<file path="config.mk">
export PLATFORM = sky130hd
export DESIGN_NAME = line_fill_scheduler_flat
export DESIGN_NICKNAME = d
export VERILOG_FILES = /design/src/rtl/line_fill_scheduler_if.sv /design/src/rtl/line_fill_scheduler.sv /design/src/flat_wrapper.sv
export SDC_FILE = /design/constraint.sdc
export NUM_CORES = 1
export LEC_CHECK = 0
export BUFFER_PORTS_ARGS = -buffer_cell sky130_fd_sc_hd__buf_2
export CORE_ASPECT_RATIO = 0.6
export CORE_MARGIN = 5
export CORE_UTILIZATION = 53
export CTS_BUF_LIST = sky130_fd_sc_hd__clkbuf_8
export CTS_CLUSTER_SIZE = 28
export DETAILED_ROUTE_END_ITERATION = 16
export GPL_TIMING_DRIVEN = 0
export MAX_ROUTING_LAYER = met4
export PLACE_DENSITY = 0.82
export SETUP_SLACK_MARGIN = 0.02
export SYNTH_ARGS = -nofsm -noshare
export SYNTH_HDL_FRONTEND = slang
export SYNTH_SLANG_ARGS = --single-unit
</file>
<file path="constraint.sdc">
create_clock -name CLK -period 3.82 [get_ports CLK]
set_input_delay 0.382 -clock CLK [delete_from_list [all_inputs] [get_ports CLK]]
set_output_delay 0.382 -clock CLK [all_outputs]
set_load 0.1 [all_outputs]
</file>
<file path="src/rtl/line_fill_scheduler_if.sv">
// Scanline fill bus: VGA end-of-line input, renderer request/pixel handshakes,
// line-buffer write port and display status.
interface line_fill_scheduler_if #(
  parameter int ADDR_WIDTH = 10,
  parameter int LINE_BITS  = 12,
  parameter int DATA_WIDTH = 12
);
  logic                  i_lineend;
  logic                  o_req_valid;
  logic [LINE_BITS-1:0]  o_req_line;
  logic                  i_req_ready;
  logic                  i_pix_valid;
  logic [DATA_WIDTH-1:0] i_pix_data;
  logic                  o_pix_ready;
  logic                  o_wr_en;
  logic [ADDR_WIDTH:0]   o_wr_addr;
  logic [DATA_WIDTH-1:0] o_wr_data;
  logic                  o_rd_bank;
  logic [LINE_BITS-1:0]  o_disp_line;
  logic                  o_underrun;
  logic                  o_busy;

  modport master (
    input  i_lineend, i_req_ready, i_pix_valid, i_pix_data,
    output o_req_valid, o_req_line, o_pix_ready, o_wr_en, o_wr_addr,
           o_wr_data, o_rd_bank, o_disp_line, o_underrun, o_busy
  );

  modport slave (
    output i_lineend, i_req_ready, i_pix_valid, i_pix_data,
    input  o_req_valid, o_req_line, o_pix_ready, o_wr_en, o_wr_addr,
           o_wr_data, o_rd_bank, o_disp_line, o_underrun, o_busy
  );
endinterface

</file>
<file path="src/rtl/line_fill_scheduler.sv">
// Ping-pong scanline fill sequencer: requests the next line from the renderer,
// streams its pixels into the bank the display is not reading, and swaps banks
// on each end-of-line blanking edge (flagging an underrun if the line is late).
module line_fill_scheduler #(
  parameter int LINE_WIDTH = 1024,
  parameter int ADDR_WIDTH = 10,
  parameter int NUM_LINES  = 768,
  parameter int LINE_BITS  = 12,
  parameter int DATA_WIDTH = 12
) (
  input logic CLK,
  input logic RST,
  line_fill_scheduler_if.master bus
);

  typedef enum logic [1:0] {S_REQ, S_FILL, S_DONE} state_t;

  localparam logic [ADDR_WIDTH-1:0] LAST_PIX  = ADDR_WIDTH'(LINE_WIDTH - 1);
  localparam logic [LINE_BITS-1:0]  LAST_LINE = LINE_BITS'(NUM_LINES - 1);

  state_t                state, state_nxt;
  logic                  lineend_q;
  logic                  rd_bank, wr_bank;
  logic [LINE_BITS-1:0]  disp_line, disp_nxt;
  logic [LINE_BITS-1:0]  req_line;
  logic [ADDR_WIDTH-1:0] pix_cnt, pix_cnt_nxt;
  logic                  underrun, underrun_nxt;
  logic                  swap;
  logic                  le_edge;
  logic                  pix_ready;
  logic                  accept;
  logic                  last_pix;
  logic [DATA_WIDTH-1:0] wr_data;

  // Line numbers wrap at the frame height, which is not a power of two.
  function automatic logic [LINE_BITS-1:0] line_inc(input logic [LINE_BITS-1:0] l);
    if (l == LAST_LINE) return '0;
    return l + LINE_BITS'(1);
  endfunction

  assign le_edge   = bus.i_lineend & ~lineend_q;
  assign pix_ready = (state == S_FILL) & ~RST;
  assign accept    = pix_ready & bus.i_pix_valid;
  assign last_pix  = (pix_cnt == LAST_PIX);
  assign wr_data   = bus.i_pix_data;

  assign bus.o_req_valid = (state == S_REQ) & ~RST;
  assign bus.o_req_line  = req_line;
  assign bus.o_pix_ready = pix_ready;
  assign bus.o_wr_en     = accept;
  assign bus.o_wr_addr   = {wr_bank, pix_cnt};
  assign bus.o_wr_data   = wr_data;
  assign bus.o_rd_bank   = rd_bank;
  assign bus.o_disp_line = disp_line;
  assign bus.o_underrun  = underrun;
  assign bus.o_busy      = (state == S_REQ) | (state == S_FILL);

  // Next state, pixel counter, bank swap and underrun decision.
  always_comb begin
    state_nxt    = state;
    pix_cnt_nxt  = pix_cnt;
    swap         = 1'b0;
    underrun_nxt = 1'b0;
    disp_nxt     = le_edge ? line_inc(disp_line) : disp_line;
    case (state)
      S_REQ: begin
        if (bus.i_req_ready) begin
          state_nxt   = S_FILL;
          pix_cnt_nxt = '0;
        end
        if (le_edge) underrun_nxt = 1'b1;
      end
      S_FILL: begin
        if (accept) begin
          if (last_pix) begin
            pix_cnt_nxt = '0;
            // Finishing the line on the blanking edge itself is still on time.
            if (le_edge) begin
              swap      = 1'b1;
              state_nxt = S_REQ;
            end else begin
              state_nxt = S_DONE;
            end
          end else begin
            pix_cnt_nxt = pix_cnt + ADDR_WIDTH'(1);
          end
        end
        if (le_edge && !(accept && last_pix)) underrun_nxt = 1'b1;
      end
      S_DONE: begin
        if (le_edge) begin
          swap      = 1'b1;
          state_nxt = S_REQ;
        end
      end
      default: state_nxt = S_REQ;
    endcase
  end

  // State and bookkeeping registers; reset primes a request for line 0.
  always_ff @(posedge CLK) begin
    if (RST) begin
      state     <= S_REQ;
      lineend_q <= 1'b0;
      rd_bank   <= 1'b0;
      wr_bank   <= 1'b1;
      disp_line <= LAST_LINE;
      req_line  <= '0;
      pix_cnt   <= '0;
      underrun  <= 1'b0;
    end else begin
      state     <= state_nxt;
      lineend_q <= bus.i_lineend;
      disp_line <= disp_nxt;
      pix_cnt   <= pix_cnt_nxt;
      underrun  <= underrun_nxt;
      if (swap) begin
        rd_bank  <= ~rd_bank;
        wr_bank  <= ~wr_bank;
        req_line <= line_inc(disp_nxt);
      end
    end
  end

endmodule
</file>
<file path="src/flat_wrapper.sv">
// flat-port wrapper written by rule: the top's interface ports become plain ports
module line_fill_scheduler_flat 
#(
  parameter int LINE_WIDTH = 1024,
  parameter int ADDR_WIDTH = 10,
  parameter int NUM_LINES  = 768,
  parameter int LINE_BITS  = 12,
  parameter int DATA_WIDTH = 12
)
  (CLK, RST, bus_i_lineend, bus_i_req_ready, bus_i_pix_valid, bus_i_pix_data, bus_o_req_valid, bus_o_req_line, bus_o_pix_ready, bus_o_wr_en, bus_o_wr_addr, bus_o_wr_data, bus_o_rd_bank, bus_o_disp_line, bus_o_underrun, bus_o_busy);
  line_fill_scheduler_if #(.ADDR_WIDTH(ADDR_WIDTH), .LINE_BITS(LINE_BITS), .DATA_WIDTH(DATA_WIDTH)) bus_i ();
  input logic CLK;
  input logic RST;
  input wire logic [$bits(bus_i.i_lineend)-1:0] bus_i_lineend;
  input wire logic [$bits(bus_i.i_req_ready)-1:0] bus_i_req_ready;
  input wire logic [$bits(bus_i.i_pix_valid)-1:0] bus_i_pix_valid;
  input wire logic [$bits(bus_i.i_pix_data)-1:0] bus_i_pix_data;
  output wire logic [$bits(bus_i.o_req_valid)-1:0] bus_o_req_valid;
  output wire logic [$bits(bus_i.o_req_line)-1:0] bus_o_req_line;
  output wire logic [$bits(bus_i.o_pix_ready)-1:0] bus_o_pix_ready;
  output wire logic [$bits(bus_i.o_wr_en)-1:0] bus_o_wr_en;
  output wire logic [$bits(bus_i.o_wr_addr)-1:0] bus_o_wr_addr;
  output wire logic [$bits(bus_i.o_wr_data)-1:0] bus_o_wr_data;
  output wire logic [$bits(bus_i.o_rd_bank)-1:0] bus_o_rd_bank;
  output wire logic [$bits(bus_i.o_disp_line)-1:0] bus_o_disp_line;
  output wire logic [$bits(bus_i.o_underrun)-1:0] bus_o_underrun;
  output wire logic [$bits(bus_i.o_busy)-1:0] bus_o_busy;
  assign bus_i.i_lineend = bus_i_lineend;
  assign bus_i.i_req_ready = bus_i_req_ready;
  assign bus_i.i_pix_valid = bus_i_pix_valid;
  assign bus_i.i_pix_data = bus_i_pix_data;
  assign bus_o_req_valid = bus_i.o_req_valid;
  assign bus_o_req_line = bus_i.o_req_line;
  assign bus_o_pix_ready = bus_i.o_pix_ready;
  assign bus_o_wr_en = bus_i.o_wr_en;
  assign bus_o_wr_addr = bus_i.o_wr_addr;
  assign bus_o_wr_data = bus_i.o_wr_data;
  assign bus_o_rd_bank = bus_i.o_rd_bank;
  assign bus_o_disp_line = bus_i.o_disp_line;
  assign bus_o_underrun = bus_i.o_underrun;
  assign bus_o_busy = bus_i.o_busy;
  line_fill_scheduler #(.LINE_WIDTH(LINE_WIDTH), .ADDR_WIDTH(ADDR_WIDTH), .NUM_LINES(NUM_LINES), .LINE_BITS(LINE_BITS), .DATA_WIDTH(DATA_WIDTH)) u_core (.CLK(CLK), .RST(RST), .bus(bus_i));
endmodule
</file>
# After elaboration in Yosys (flattened, before gate mapping)
# Cells that the tools add are included.
[classes]
add_sub_neg = 3
n_mux = 25
n_eq_ne = 9
bitwise = 9
n_reduce_logical = 7
[ops]
columns = ["cell", "n"]
rows = [
  ["$mux 12", 5],
  ["$mux 10", 3],
  ["$add 12x1->12 const B", 2],
  ["$eq 12x10->1 const B", 2],
  ["$pmux 10 s2", 1],
  ["$add 10x1->10 const B", 1],
  ["$eq 10x10->1 const B", 1],
  ["$mux 2", 5],
  ["$mux 1", 8],
  ["$ne 2x1->1 const B", 3],
  ["$pmux 2 s3", 1],
  ["$and 1x1->1", 4],
  ["$not 1->1", 4],
  ["$pmux 1 s2", 2],
  ["$reduce_and 4->1", 1],
  ["$reduce_and 3->1", 1],
  ["$eq 2x1->1 const B", 1],
  ["$eq 2x2->1 const B", 1],
  ["$logic_and 1x1->1", 2],
  ["$logic_not 2->1", 1],
  ["$ne 2x2->1 const B", 1],
  ["$reduce_bool 2->1", 1],
  ["$logic_not 1->1", 1],
  ["$or 1x1->1", 1],
]
[word_totals]
input_bits = 17
register_bits = 40
output_inout_bits = 53
word_cells = 61

# Logic depth before layout (Yosys ltp)
# Gate-level depths: netlist of run 1.
[logic_depth]
ltp_word = 9
ltp_mapped = 11
mapped_depth_nobuf = 10

# Worst setup path after synthesis of run 1
# OpenSTA, ideal clock, no wires.
[synth_timing]
kind = "reg-to-reg"
from = "register u_core.disp_line[8], in the netlist u_core.bus.o_disp_line[8]"
to = "register u_core.req_line[11], in the netlist u_core.bus.o_req_line[11]"
required_time_ns = 3.694
stages_incl_launch_ff = 11
arrival_ns = 3.148
setup_ns = 0.126
synth_period_minus_slack_ns = 3.274
slack_ns = 0.546
n_path_buf = 1
path_cell_list = "dfxtp_1 > nor4b_2 > a41oi_1 > a21oi_1 > inv_1 > ha_1 > o2111ai_2 > or4_1 > buf_2 > o211ai_1 > o31ai_2"
[synth_between]
elab_chain_cells = 9
word_cells_on_any_way = 11
classes_between = "add/sub: 2; eq/ne: 2; mux: 7"
[synth_lines]
columns = ["element", "line_no", "text"]
rows = [
  ["start: declaration", "line_fill_scheduler.sv:24", "logic [LINE_BITS-1:0] disp_line, disp_nxt;"],
  ["start signal: assignment", "line_fill_scheduler.sv:114", "disp_line <= disp_nxt;"],
  ["$eq 12x10->1 *", "line_fill_scheduler.sv:37", "if (l == LAST_LINE) return '0;"],
  ["$mux 1 *", "line_fill_scheduler.sv:37", ""],
  ["$mux 12 *", "line_fill_scheduler.sv:38", "return l + LINE_BITS'(1);"],
  ["$mux 12 *", "line_fill_scheduler.sv:64", "disp_nxt = le_edge ? line_inc(disp_line) : disp_line;"],
  ["net u_core.disp_nxt[0]", "line_fill_scheduler.sv:24", ""],
  ["parallel branches: the longest is 4 deep, another holds $add 12x1->12", "--", ""],
  ["$mux 12 *", "line_fill_scheduler.sv:38", ""],
  ["end signal: assignment", "line_fill_scheduler.sv:120", "req_line <= line_inc(disp_nxt);"],
  ["end: declaration", "line_fill_scheduler.sv:25", "logic [LINE_BITS-1:0] req_line;"],
]
# Mark *: on every way through the listed nets, which the timed path passes. The select of a mux whose other input is x is not followed.
# A chain may end at the register's enable or synchronous reset.

# Worst setup path in the final report of run 1
[layout_timing]
from = "register u_core.disp_line[0], in the netlist u_core.bus.o_disp_line[0]"
to = "register u_core.req_line[11], in the netlist u_core.bus.o_req_line[11]"
[layout_between]
elab_chain_cells = 9
word_cells_on_any_way = 11
classes_between = "add/sub: 2; eq/ne: 2; mux: 7"
[layout_lines]
columns = ["element", "line_no"]
rows = [
  ["parallel branches: the longest is 3 deep, another holds $add 12x1->12", "--"],
  ["$mux 12 *", "line_fill_scheduler.sv:64"],
  ["net u_core.disp_nxt[0]", "line_fill_scheduler.sv:24"],
  ["parallel branches: the longest is 4 deep, another holds $add 12x1->12", "--"],
  ["$mux 12 *", "line_fill_scheduler.sv:38"],
]
# Marked as above.

==> insert_results.sql, run 1 <==
INSERT INTO impl_metrics (metric_group, metric, value, unit) VALUES
('clock_tree', 'path_clk_slew', '90', 'ps'),
('clock_tree', 'post-cts-setup-buffers', '0', ''),
('layout', 'total_inserted_antenna_cells', '0', ''),
('drt', 'postRouteWirelength', '6120', 'um'),
('min_path', 'worstHoldEndpoint', 'u_core.bus.o_req_line[10]', ''),
('global_route', 'number_of_antenna_violations_at_the_first_check_in_global_routing', '0', ''),
('global_route', 'grt.busiest_layer', 'met1', ''),
('drt', 'via_count', '2352', ''),
('yosys', 'sequential_to_total_area_share_from_yosys_stat', '34.9', '%'),
('drt', 'drtAntennaViolNets', '0', ''),
('sta', 'drv_slew', '0', ''),
('setup_path', 'timing.setup.critical_path_class', 'reg -> reg', ''),
('placement', 'pre_cts_slack', '775', 'ps'),
('min_path', 'min_path_cells', '2', ''),
('yosys', 'mappedNetlistNets', '298', ''),
('setup_path', 'crit_path_end_kind', 'register', ''),
('clock_tree', 'ctsHtreeMaxLevel', '2', ''),
('setup_path', 'crit_start', 'u_core.bus.o_disp_line[0]', ''),
('sta', 'finalSetupTns', '0', 'ps'),
('setup_path', 'crit_fanout', '9', ''),
('pwr', 'ir_worst_vdd', '234', 'uV'),
('global_route', 'use_met1', '32.6', '%'),
('yosys', 'syn-cell-area', '2290', 'um^2'),
('yosys', 'postSynthAreaPerCell', '8.34', 'um^2'),
('clock_tree', 'insertion_delay_to_the_later_sink_of_the_worst_skew_pair', '300', 'ps'),
('clock_tree', 'cts_made_buffers', '5', ''),
('sta', 'max_slew_margin', '45.3', '%'),
('clock_tree', 'tritoncts', 'yes', ''),
('setup_path', 'worst_r2r_path_depth', '11', ''),
('sta', 'post-route-worst-setup-slack', '707', 'ps'),
('clock_tree', 'cts_num_sinks', '40', ''),
('yosys', 'yosys_warnings', '0', ''),
('global_route', 'groute.layer.met2.usage', '31.4', '%'),
('yosys', 'syn_inst_count', '275', ''),
('setup_path', 'regToRegEndpoint', 'u_core.bus.o_req_line[11]', ''),
('die', 'design.core.area', '4140', 'um^2'),
('drt', 'remaining_drc_errors', '0', ''),
('placement', 'io_buffer_count', '57', ''),
('global_route', 'grt_pass1_vias', '2031', ''),
('setup_path', 'critical_path.reg2reg.startpoint', 'u_core.bus.o_disp_line[0]', ''),
('setup_path', 'worstSetupStartpointType', 'register', ''),
('placement', 'dp_wirelength', '4690', 'um'),
('sta', 'tightest_slew', '815', 'ps'),
('global_route', 'grtUsageMet3', '6.94', '%'),
('drt', 'detail_route.vias_per_cell', '5.88', ''),
('sta', 'min_period_over_period', '81.5', '%'),
('layout', 'nets', '362', ''),
('min_path', 'timing.hold.worst.class', 'in -> reg', ''),
('sta', 'layout_min_cycle_time', '3110', 'ps'),
('sta', 'rsz0062_at_grt', 'no', ''),
('die', 'initial_core_util', '55.3', '%'),
('global_route', 'grt_pass1_wl', '9880', 'um'),
('sta', 'report.final.setup_viol', '0', ''),
('global_route', 'grt_overflow', '0', ''),
('clock_tree', 'ctsHoldBuffers', '0', ''),
('run_status', 'status', 'completed', ''),
('layout', 'fill_cell_instance_count_of_the_final_layout', '374', ''),
('min_path', 'hold_start', 'RST', ''),
('sta', 'max_clock_freq', '321', 'MHz'),
('placement', 'place_congestion', '0.917', ''),
('die', 'boundaryPins', '70', ''),
('drt', 'drt-pass1-iter-count', '5', ''),
('setup_path', 'cp_data_arrival_time', '3300', 'ps'),
('job', 'maxCapViolCount', '0', ''),
('pwr', 'power_leakage', '0.00115', 'uW'),
('pwr', 'power_density', '479', 'nW/um^2'),
('global_route', 'grt_util_all_layers', '22.6', '%'),
('drt', 'drt-wirelength-per-cell', '15.3', 'um'),
('drt', 'initialDrtViolationCount', '206', ''),
('layout', 'syn2layout_area_growth', '19.5', '%'),
('layout', 'drive_above_1_share', '27.4', '%');
==> cells in the final DEF, fill, tap and decap left out, types with 2 or more instances in the layout <==
cell type	count
sky130_fd_sc_hd__and2_1	2
sky130_fd_sc_hd__mux2i_1	2
sky130_fd_sc_hd__nand2b_1	4
sky130_fd_sc_hd__o21a_1	4
sky130_fd_sc_hd__nand4_1	7
sky130_fd_sc_hd__o2111ai_1	3
sky130_fd_sc_hd__clkinv_2	2
sky130_fd_sc_hd__or2_2	2
sky130_fd_sc_hd__buf_2	59
sky130_fd_sc_hd__o221ai_1	4
sky130_fd_sc_hd__buf_4	13
sky130_fd_sc_hd__o21ai_0	9
sky130_fd_sc_hd__xor2_1	6
sky130_fd_sc_hd__xnor2_1	5
sky130_fd_sc_hd__nor2b_1	4
sky130_fd_sc_hd__dfxtp_1	40
sky130_fd_sc_hd__o211a_1	2
sky130_fd_sc_hd__nand2_1	33
sky130_fd_sc_hd__clkbuf_1	6
sky130_fd_sc_hd__a21oi_1	17
sky130_fd_sc_hd__or3_1	4
sky130_fd_sc_hd__nor2_1	19
sky130_fd_sc_hd__inv_1	9
sky130_fd_sc_hd__clkbuf_8	5
sky130_fd_sc_hd__ha_1	6
sky130_fd_sc_hd__and4_1	2
sky130_fd_sc_hd__or4_1	6
sky130_fd_sc_hd__nor4_1	3
sky130_fd_sc_hd__nand3_1	10
sky130_fd_sc_hd__nand3b_1	2
sky130_fd_sc_hd__nor3_1	10
sky130_fd_sc_hd__and4b_1	2
sky130_fd_sc_hd__o211ai_1	7
sky130_fd_sc_hd__and3_1	4
sky130_fd_sc_hd__o31ai_1	4
==> sequential cells by signal (all words and copies together), names as in the netlist <==
register                count
u_core.bus.o_disp_line     12
u_core.bus.o_rd_bank        1
u_core.bus.o_req_line      12
u_core.bus.o_underrun       1
u_core.lineend_q            1
u_core.pix_cnt             10
u_core.state                2
u_core.wr_bank              1
==> report_power, final <==
group	internal, uW	switching [uW]
Sequential	439	30.7
Clock	127	160
Combinational	132	424
Total	699	614
==> Yosys cell counts (all sizes together), types with 7 or more instances <==
cell    instances  share of area, %
nor3           10               2.2
dfxtp          40                35
a21oi          17               3.7
nor2           19               3.1
o211ai          7               2.3
nand2          33               5.4
inv             9               1.5
nand4           8               2.5
buf            15               4.7
o21ai           9               2.0
nand3          10               2.2
==> through the flow <==
| stage | hold WS [ps] | util, % | instance area [um^2] | std cells |
|---|---|---|---|---|
| floorplan | 466 | - | 2290 | 275 |
| global placement | 437 | 64.0 | 2650 | 392 |
| detailed placement | 448 | 64.0 | 2650 | 392 |
| CTS | 366 | 66.1 | 2740 | 400 |
| global route | 391 | 66.1 | 2740 | 400 |
| finish | 370 | 66.1 | 2740 | 400 |
==> area by class of cell <==
class | count | area (um^2) | area share [%]
multi-input cells | 204 | 1320 | 48.3
flip-flops and latches | 40 | 801 | 29.2
repair buffers | 57 | 285 | 10.4
plain buffers | 21 | 130 | 4.75
well taps | 60 | 75.1 | 2.74
clock buffers | 5 | 68.8 | 2.51
inverters | 10 | 37.5 | 1.37
clock inverters | 3 | 18.8 | 0.685
==> metal layers <==
layer	routed length [um]	up-vias
met3	648	7
met4	34	0
li1	-	1140
met1	2970	1077
met2	2470	128
met5	0	-
==> critical path: stages (launching register included) <==
cell                        delay, ps
sky130_fd_sc_hd__dfxtp_1          360
sky130_fd_sc_hd__ha_1             270
sky130_fd_sc_hd__and2_1           150
sky130_fd_sc_hd__a41oi_1          360
sky130_fd_sc_hd__a21oi_1          190
sky130_fd_sc_hd__inv_1             90
sky130_fd_sc_hd__ha_1             250
sky130_fd_sc_hd__o2111ai_2        210
sky130_fd_sc_hd__or4_1            500
sky130_fd_sc_hd__buf_2            180
sky130_fd_sc_hd__o211ai_1         310
sky130_fd_sc_hd__o31ai_2          120
==> worst max path at each step <==
stage / to / depth (start not counted)
2_1_floorplan: u_core.bus.o_req_line[11] / 10
3_3_place_gp: u_core.bus.o_req_line[11] / 11
3_5_place_dp: u_core.bus.o_req_line[11] / 11
4_1_cts: u_core.bus.o_req_line[11] / 11
5_1_grt: u_core.bus.o_req_line[11] / 11
6_report: u_core.bus.o_req_line[11] / 11
==> kinds of logic after synthesis <==
logic type | after synthesis | synth area share, %
flip-flops | 40 | 34.9
multiplexers | 2 | 0.873
AO/OA/AOI/OAI | 64 | 20.0
AND/OR/NAND/NOR | 120 | 28.7
buffers and inverters | 31 | 7.31
adder cells (fa/ha/maj) | 6 | 3.28
XOR/XNOR | 12 | 4.91
(Power assumes the default switching activity.)
==> run 2, diff against run 1 <==
- CORE_UTILIZATION: 53 -> 48
- PLACE_DENSITY: 0.82 -> 0.78
- clock period: 3.82 -> 2.82 ns (I/O delays scaled with it)
==> run 2 against run 1 <==
Effect of this change:
- worst hold slack got worse by 100 ps
- final area up 7.0%
- non-clock buffer count rose by 3
- clock power is 82% higher
- highest routed layer unchanged
==> insert_results.sql, run 2 (synthesis results as in run 1) <==
INSERT INTO impl_metrics (metric_group, metric, value, unit) VALUES
('sta', 'skew', '3.87', 'ps'),
('sta', 'layout_min_cycle_time', '2750', 'ps'),
('global_route', 'number_of_antenna_violations_at_the_first_check_in_global_routing', '0', ''),
('drt', 'via_count', '2341', ''),
('setup_path', 'critical-path-max-stage-delay', '460', 'ps'),
('clock_tree', 'clockRootBuffer', 'sky130_fd_sc_hd__clkbuf_8', ''),
('clock_tree', 'path_clk_slew', '80', 'ps'),
('layout', 'final-instance-count-excl-fill', '406', ''),
('pwr', 'ir_worst_vdd', '341', 'uV'),
('layout', 'mostFrequentLayoutCells', 'sky130_fd_sc_hd__buf_2, sky130_fd_sc_hd__nand2_1, sky130_fd_sc_hd__dfxtp_1', ''),
('die', 'boundaryPins', '70', ''),
('setup_path', 'crit_start', 'u_core.bus.o_disp_line[1]', ''),
('setup_path', 'critical_path_cell_sequence', 'ha_4 -> and2_1 -> a41oi_4 -> a22o_1 -> ha_4 -> o2111ai_4 -> or4_4 -> buf_6 -> o211ai_1 -> o31ai_1', ''),
('global_route', 'grt_pass1_wl', '10300', 'um'),
('layout', 'drive_above_1_share', '34.1', '%'),
('job', 'maxCapViolCount', '0', ''),
('drt', 'remaining_drc_errors', '0', ''),
('die', 'design.core.area', '4590', 'um^2'),
('run_status', 'status', 'completed', ''),
('drt', 'drt-pass1-iter-count', '5', ''),
('global_route', 'use_met1', '30.4', '%'),
('setup_path', 'critical_path.reg2reg.startpoint', 'u_core.bus.o_disp_line[1]', ''),
('clock_tree', 'cts_max_path_buffers', '2', ''),
('drt', 'initialDrtViolationCount', '201', ''),
('layout', 'multiInputGateArea', '1420', 'um^2'),
('placement', 'pre_cts_slack', '-152', 'ps'),
('placement', 'dpl_cell_area', '2690', 'um^2'),
('die', 'std_cell_rows', '19', ''),
('global_route', 'groute.layer.met2.usage', '27.6', '%'),
('drt', 'detail_route.vias_per_cell', '5.77', ''),
('setup_path', 'cp_common_cell', 'sky130_fd_sc_hd__ha_4', ''),
('min_path', 'hold_start', 'RST', ''),
('pwr', 'power_leakage', '0.00120', 'uW'),
('setup_path', 'path_buf_inv', '1', ''),
('sta', 'finalSetupTns', '0', 'ps'),
('sta', 'tightest_slew', '798', 'ps'),
('sta', 'drv_slew', '0', ''),
('layout', 'syn2layout_area_growth', '27.9', '%'),
('setup_path', 'critical_path_required', '3000', 'ps'),
('sta', 'report.final.hold_viol_count', '0', ''),
('global_route', 'grt_util_all_layers', '20.7', '%'),
('sta', 'min_period_over_period', '97.6', '%'),
('setup_path', 'cp_data_arrival_time', '2930', 'ps'),
('sta', 'max_clock_freq', '363', 'MHz'),
('layout', 'final_cell_area', '2930', 'um^2'),
('die', 'initial_core_util', '50.0', '%'),
('sta', 'report.final.setup_viol', '0', ''),
('layout', 'nets', '365', ''),
('min_path', 'timing.hold.worst.class', 'in -> reg', ''),
('setup_path', 'timing.critical_path.max_delay_family', 'compound AO/OA/AOI/OAI gates', ''),
('sta', 'max_slew_margin', '46.5', '%'),
('drt', 'postRouteWirelength', '6490', 'um'),
('placement', 'dp_wirelength', '4680', 'um'),
('global_route', 'grtUsageMet3', '4.74', '%'),
('setup_path', 'worstSetupStartpointType', 'register', ''),
('clock_tree', 'tritoncts', 'yes', ''),
('clock_tree', 'cts_num_sinks', '40', ''),
('global_route', 'grt_pass1_vias', '2083', ''),
('setup_path', 'crit_fanout', '9', ''),
('clock_tree', 'ctsHtreeMaxLevel', '2', ''),
('global_route', 'grt.busiest_layer', 'met1', ''),
('placement', 'dp.cells', '395', ''),
('layout', 'sequential_cell_area', '826', 'um^2'),
('clock_tree', 'cts_made_buffers', '5', ''),
('drt', 'drtAntennaViolNets', '0', ''),
('drt', 'drt-wirelength-per-cell', '16.0', 'um'),
('clock_tree', 'insertion_delay_to_the_later_sink_of_the_worst_skew_pair', '300', 'ps'),
('global_route', 'grt_overflow', '0', ''),
('layout', 'fill_cell_instance_count_of_the_final_layout', '393', ''),
('setup_path', 'worst_path_max_delay_cell', 'sky130_fd_sc_hd__or4_4', ''),
('setup_path', 'crit_path_end_kind', 'register', ''),
('pwr', 'power_density', '673', 'nW/um^2'),
('layout', 'total_inserted_antenna_cells', '0', ''),
('sta', 'post-route-worst-setup-slack', '68.5', 'ps'),
('die', 'die_h', '63.5', 'um'),
('die', 'die_w', '99.2', 'um'),
('layout', 'most_common_library_cell_in_the_layout_ignoring_fill_and_taps', 'sky130_fd_sc_hd__buf_2', ''),
('placement', 'io_buffer_count', '57', ''),
('setup_path', 'timing.setup.critical_path_class', 'reg -> reg', ''),
('global_route', 'grt_start_max_net_pins', '13', ''),
('placement', 'place_congestion', '0.822', ''),
('die', 'die_area', '6300', 'um^2');
run 2: changes by cell type in the layout (fill, tap and decap cells not counted), moves of 2 or more:
cell / delta
sky130_fd_sc_hd__buf_4: +3
sky130_fd_sc_hd__clkbuf_8: +2
sky130_fd_sc_hd__clkinv_2: -2
sky130_fd_sc_hd__dfxtp_1: -12
sky130_fd_sc_hd__dfxtp_2: +8
sky130_fd_sc_hd__dfxtp_4: +4
sky130_fd_sc_hd__ha_1: -2
sky130_fd_sc_hd__ha_4: +2
run 2: worst paths after layout:
path | endpoint | slack (ps) | cells past startpoint
setup reg to reg | u_core.bus.o_req_line[9] | 70 | 10
hold reg to reg | u_core.bus.o_req_line[0] | 450 | 2
setup / recovery | u_core.bus.o_req_line[9] | 70 | 10
hold / removal | u_core.bus.o_req_line[10] | 270 | 2
run 2: report_power, final:
part	leakage, uW	switching [uW]	internal [uW]
sequential	0.000325	45.3	598
clock	0.0000645	210	312
combinational	0.000812	595	211
total	0.00120	850	1120
run 2: worst reg2reg max path, cell delays in order, from the launching register on:
cell	delay, ps
sky130_fd_sc_hd__dfxtp_4	380
sky130_fd_sc_hd__ha_4	180
sky130_fd_sc_hd__and2_1	160
sky130_fd_sc_hd__a41oi_4	250
sky130_fd_sc_hd__a22o_1	260
sky130_fd_sc_hd__ha_4	190
sky130_fd_sc_hd__o2111ai_4	150
sky130_fd_sc_hd__or4_4	470
sky130_fd_sc_hd__buf_6	150
sky130_fd_sc_hd__o211ai_1	320
sky130_fd_sc_hd__o31ai_1	130
run 2: per-stage QoR:
step           hold slack (ps)  utilization [%]  total power, uW
3_5_place_dp               447             58.6             1390
5_1_grt                    272             63.9             2050
6_report                   270             63.9             1970
4_1_cts                    255             62.1             1930
3_3_place_gp               439             58.6             1390
2_1_floorplan              381                -             1270
run 2: routing by layer:
layer  vias to the layer above  share of wire [%]
li1                       1141                  -
met1                      1093                 49
met2                        94                 43
met3                        13                7.8
met4                         0                1.1
met5                         -                  0
run 2: area by class of cell:
| cell class | instances | area share, % |
|---|---|---|
| sequential | 40 | 28.2 |
| buffer | 21 | 4.65 |
| clock inverter | 1 | 1.02 |
| tap | 63 | 2.69 |
| clock buffer | 7 | 3.29 |
| timing repair buffer | 60 | 10.5 |
| multi-input combinational | 204 | 48.4 |
| inverter | 10 | 1.28 |
run 2: what timing repair did:
item / in CTS / in global routing
endpoints found under the setup margin: 9 / 11
hold buffers: 0 / 0
buffers inserted: 0 / 3
pin swaps: 3 / 7
resized for setup: 8 / 10
